==> src/rtl/fifo_wr_arbiter.sv <==
// Round-robin burst arbiter that shares one FIFO write port among NREQ requesters.
// An IDLE arbitration cycle precedes every burst, and a burst is capped at MAX_BURST words.
module fifo_wr_arbiter #(
    parameter int DATESIZE  = 8,
    parameter int NREQ      = 4,
    parameter int MAX_BURST = 4,
    localparam int IDW      = $clog2(NREQ),
    localparam int BCW      = $clog2(MAX_BURST) + 1
) (
    input  logic                     wclk,
    input  logic                     w_rstn,
    input  logic [NREQ-1:0]          req,
    input  logic [NREQ*DATESIZE-1:0] req_data,
    output logic [NREQ-1:0]          ack,
    input  logic                     wfull,
    output logic                     winc,
    output logic [DATESIZE-1:0]      wdata,
    output logic                     gnt_valid,
    output logic [IDW-1:0]           gnt_id
);

    localparam logic STATE_IDLE  = 1'b0;
    localparam logic STATE_BURST = 1'b1;

    localparam logic [IDW-1:0] LAST_ID   = IDW'(NREQ - 1);
    localparam logic [BCW-1:0] LAST_BEAT = BCW'(MAX_BURST - 1);

    logic                state_reg,    state_next;
    logic [IDW-1:0]      rr_ptr_reg,   rr_ptr_next;
    logic [IDW-1:0]      gnt_id_reg,   gnt_id_next;
    logic [BCW-1:0]      beat_cnt_reg, beat_cnt_next;

    logic [NREQ-1:0]     owner_sel;
    logic                owner_req;
    logic                last_beat;
    logic [IDW-1:0]      winner;
    logic [IDW-1:0]      gnt_id_inc;
    logic [DATESIZE-1:0] masked_data [NREQ];

    // Only the owner's request matters while a burst is running.
    generate
        for (genvar gi = 0; gi < NREQ; gi++) begin : g_lane
            assign owner_sel[gi]   = (gnt_id_reg == IDW'(gi));
            assign ack[gi]         = (state_reg == STATE_BURST) && owner_sel[gi] &&
                                     req[gi] && !wfull;
            assign masked_data[gi] = ack[gi] ? req_data[gi*DATESIZE +: DATESIZE] : '0;
        end
    endgenerate

    assign owner_req = |(req & owner_sel);
    assign winc      = |ack;
    assign last_beat = (beat_cnt_reg == LAST_BEAT);
    assign gnt_valid = (state_reg == STATE_BURST);
    assign gnt_id    = gnt_id_reg;

    // ack is one-hot, so OR-ing the masked lanes forms the data mux.
    always_comb begin
        wdata = '0;
        for (int i = 0; i < NREQ; i++) begin
            wdata = wdata | masked_data[i];
        end
    end

    // Wrap explicitly so a non-power-of-two NREQ never yields an unused index.
    assign gnt_id_inc = (gnt_id_reg == LAST_ID) ? '0 : gnt_id_reg + 1'b1;

    // Scan requesters starting at rr_ptr and take the first one that is asserted.
    always_comb begin
        logic [IDW-1:0] idx;
        logic           found;
        winner = rr_ptr_reg;
        found  = 1'b0;
        idx    = rr_ptr_reg;
        for (int k = 0; k < NREQ; k++) begin
            if (!found && req[idx]) begin
                winner = idx;
                found  = 1'b1;
            end
            idx = (idx == LAST_ID) ? '0 : idx + 1'b1;
        end
    end

    always_comb begin
        state_next    = state_reg;
        rr_ptr_next   = rr_ptr_reg;
        gnt_id_next   = gnt_id_reg;
        beat_cnt_next = beat_cnt_reg;
        if (state_reg == STATE_IDLE) begin
            if (|req) begin
                gnt_id_next   = winner;
                beat_cnt_next = '0;
                state_next    = STATE_BURST;
            end
        end else begin
            // A dropped request ends the burst even if wfull is also high.
            if (!owner_req) begin
                state_next  = STATE_IDLE;
                rr_ptr_next = gnt_id_inc;
            end else if (winc) begin
                beat_cnt_next = beat_cnt_reg + 1'b1;
                if (last_beat) begin
                    state_next  = STATE_IDLE;
                    rr_ptr_next = gnt_id_inc;
                end
            end
        end
    end

    always_ff @(posedge wclk or negedge w_rstn) begin
        if (!w_rstn) begin
            state_reg    <= STATE_IDLE;
            rr_ptr_reg   <= '0;
            gnt_id_reg   <= '0;
            beat_cnt_reg <= '0;
        end else begin
            state_reg    <= state_next;
            rr_ptr_reg   <= rr_ptr_next;
            gnt_id_reg   <= gnt_id_next;
            beat_cnt_reg <= beat_cnt_next;
        end
    end

endmodule

==> config.mk <==
export PLATFORM = sky130hd
export DESIGN_NAME = fifo_wr_arbiter
export DESIGN_NICKNAME = d
export VERILOG_FILES = /design/src/rtl/fifo_wr_arbiter.sv
export SDC_FILE = /design/constraint.sdc
export NUM_CORES = 1
export LEC_CHECK = 0
export BUFFER_PORTS_ARGS = -buffer_cell sky130_fd_sc_hd__buf_2
export CAP_MARGIN = 10
export CORE_MARGIN = 3
export CORE_UTILIZATION = 40
export CTS_BUF_LIST = sky130_fd_sc_hd__clkbuf_4
export DETAILED_ROUTE_END_ITERATION = 8
export PLACE_DENSITY = 0.73
export SYNTH_ARGS = -nofsm -noshare
export SYNTH_HDL_FRONTEND = slang
export SYNTH_SLANG_ARGS = --single-unit
==> constraint.sdc <==
create_clock -name wclk -period 4 [get_ports wclk]
set_input_delay 0.2 -clock wclk [delete_from_list [all_inputs] [get_ports wclk]]
set_output_delay 0.2 -clock wclk [all_outputs]
set_load 0.1 [all_outputs]
==> summary.md <==
| Metric | Value |
|---|---|
| Worst-Margin Slew | roughly 0.66 ns |
| GPL Wtd Cong | roughly 0.83 |
| Crit-path cells | ha_1, or4b_4, nand3_1, a31oi_1, o32ai_1, o21bai_2 |
| Core Box Area | roughly 0.0023 mm² |
| H-tree Lvls | 1 |
| Synth Flop Type | dfrtp_1 |
| Levels on crit path | 6 |
| Power Density | 832.9 mW/mm² |
| Routed WL | approximately 2800 µm |
| Wire length per cell | 13.90 µm |
| Worst endpoint data arrival time | ~2.7 ns |
| Net Sw Frac | 0.6196 |
| Peak supply drop | roughly 0.00055 V |
| Post-DRT Antenna Nets | 0 |
| Clock transition at path regs | ~0.050 ns |
| Slowest CP cell | dfrtp_1 |
| Status | finished clean |
| Grt ovf | 0 |
| Total leakage power | roughly 0.68 nW |
| Initial antenna violation count | 0 |
| Yosys reg bits | 8 |
| Slack of the worst reg-to-reg path | 1.47 ns |
| Worst hold margin | between 0.2 and 0.3 ns |
| Max FFs per register | 3 |
| Worst Clk Skew | between 0.001 and 0.0015 ns |
| Max Clk Rate | 394.6 MHz |
| WHS Path Cells | 3 |
| DR vias/cell | approximately 5.7 |
| Synth Net Count | around 160 |
| Delay-heaviest family, CP | flip-flops |
| Die Wd | 55.55 µm |
| Switching power | between 600 and 700 µW |
| Starting Density | 0.4316 |
| Via Count | about 1100 |
| Overall global routing resource usage | 0.1813 |
| Worst r2r path cells | 6 |
| Crit path max fanout | 22 |
| Fill cells | ~220 |
| P_int | between 400 and 500 µW |
| Worst setup SP type | flip-flop |
| Share of the synthesized area in the top cell type | 0.2038 |
| Setup violators final | 0 |
| CTS max path bufs | 2 |
| # diodes | 0 |
| Slew Limit Fails | 0 |
| Worst-Skew Late Latency | 0.24 ns |
| Yosys warnings | 0 |
| Die area | 0.003086 mm² |
| Sink Count | 8 |
| Largest cells by area after synthesis | dfrtp_1 (20%), a22oi_1 (12%), ha_1 (8.9%) |
| Max-slew headroom | 0.5615 |
| Post-synth EDFFs | 0 |
| Top post-synthesis cells by count | a22oi_1 (16), nand2_1 (15), nor2_1 (11) |
| Share of layout cells above drive strength 1 | 0.4059 |
| Port-buffer cells | 54 |
| Pre-Repair DR Iteration Count | 4 |
| Worst Setup End Kind | flip-flop |
| Crit path time final | 2.534 ns |
| CP required | ~4.2 ns |
| Reg power frac | 0.167 |
| NumNets Final | roughly 220 |
| Cell type with the largest total area after synthesis | dfrtp_1 |
| Max-cap violations | 0 |
| Sum of negative setup slack | 0 ns |
| Post-cts resize count | 0 |
| HP Start | wfull |
| Async S/R FF share, synth | 1.000 |
| Worst Setup SP | rr_ptr_reg[0] |
| RR Startpoint | rr_ptr_reg[0] |
| Area delta synth->final | 31.59% |
| Boundary pin count | between 50 and 60 |
| Crit path buf inv count | 0 |
| Final period util | 0.6335 |
| Comb power frac | 0.780 |
| DPL Wire Length | ~2200 µm |
| Worst r2r dst | gnt_id[0] |
| Worst setup path class | reg -> reg |
| Most frequent cell after synthesis | a22oi_1 |
| Unrepaired setup endpoints after global routing | no |
| Hold Vio Cnt, Final | 0 |
| CTS tree | built |
| Sequential share of the synthesized area | 0.2038 |
| Clk pwr share | 0.053 |
| Initial DRC Count | 36 |
| Root Driver | clkbuf_4 |
| First-pass GRT wire length | roughly 4800 µm |
| Die height | 55.55 µm |
| DRC | 0 |
| Vias in the first global route | approximately 1100 |
| Post-Syn Instances | ~120 |
| Count of cell types in the netlist | 47 |
| Hold Path Sink | beat_cnt_reg[2] |
| Syn Area/Cell | 8.324 µm² |
| Max stage delay on crit path | about 0.76 ns |
| Num CTS Buffers | 3 |
| Post-Syn Area | around 980 µm² |
| # rows | 17 |
| Worst min-delay path class | in -> reg |
| Largest net degree at the start of global routing | 23 |
-- power groups by stage --
stage / Clock, mW / Sequential (mW) / Combinational, mW
after floorplan: 0 / 0.256 / 0.621
after global placement: 0 / 0.177 / 0.821
after detailed placement: 0 / 0.180 / 0.831
after CTS: 0.0605 / 0.179 / 0.838
after global routing: 0.0657 / 0.189 / 0.901
final: 0.0570 / 0.180 / 0.840
-- cells by family (layout without fill, tap and decap cells) --
family / Yosys count / in the layout / synth area share
muxes: 5 / 5 / 0.08280
DFF: 8 / 8 / 0.2038
and+or+nand+nor: 47 / 47 / 0.2535
buffers and inverters: 11 / 63 / 0.05223
AOI/OAI and AO/OA: 40 / 40 / 0.3185
adders and majority gates: 7 / 7 / 0.08917
-- what timing repair did --
action,in CTS,in global routing
hold buffers,1,0
setup buffers,0,0
hold endpoints to repair,8,0
-- how the worst max path moves through the flow --
stage	endpoint	slack, ns
3_3_place_gp	gnt_id[0]	1.61
4_1_cts	gnt_id[0]	1.51
5_1_grt	gnt_id[0]	1.35
6_report	gnt_id[0]	1.47
2_1_floorplan	wdata[2]	0.01
3_5_place_dp	gnt_id[0]	1.53
-- through the flow --
step           std cells  setup slack (ns)  power, mW  utilization  cell area, µm²
2_1_floorplan        118           0.01417     0.8766            -           987.2
3_3_place_gp         194             1.606     0.9978       0.5536            1260
3_5_place_dp         194             1.527      1.011       0.5536            1260
4_1_cts              198             1.511      1.078       0.5679            1292
5_1_grt              198             1.347      1.155       0.5679            1292
6_report             198             1.466      1.076       0.5679            1292
-- cells in the final DEF, fill, tap and decap left out, types with 2 or more instances in the layout --
| cell type | n |
|---|---|
| buf_2 | 54 |
| a22oi_1 | 16 |
| nand2_1 | 15 |
| nor2_1 | 9 |
| dfrtp_1 | 8 |
| ha_1 | 7 |
| inv_1 | 5 |
| o21ai_0 | 4 |
| a21oi_1 | 3 |
| nor3_1 | 3 |
| a21o_1 | 3 |
| clkbuf_4 | 3 |
| nor2_2 | 2 |
| nor4_1 | 2 |
| nor2b_1 | 2 |
| mux2_2 | 2 |
| nand3_1 | 2 |
-- layout make-up --
class | instances | area (µm²) | share of cell area
inverters | 5 | 18.77 | 0.01452
multi-input cells | 99 | 735.7 | 0.5692
flip-flops and latches | 8 | 200.2 | 0.1549
clock buffers | 3 | 22.52 | 0.01742
well taps | 28 | 35.03 | 0.02711
repair buffers | 55 | 280.3 | 0.2168
-- worst reg2reg max path, stage by stage (launching register included) --
cell	delay, ns
dfrtp_1	0.76
ha_1	0.47
or4b_4	0.60
nand3_1	0.13
a31oi_1	0.11
o32ai_1	0.25
o21bai_2	0.15
-- layer usage --
metal	track usage	wire (µm)	vias to the layer above
met1	0.2489	1256	529
met2	0.3024	1366	38
met3	0.02103	129	0
met5	0	0	-
met4	0.04167	0	0
li1	-	-	561
Note: power is estimated with default switching activity, not from simulation.
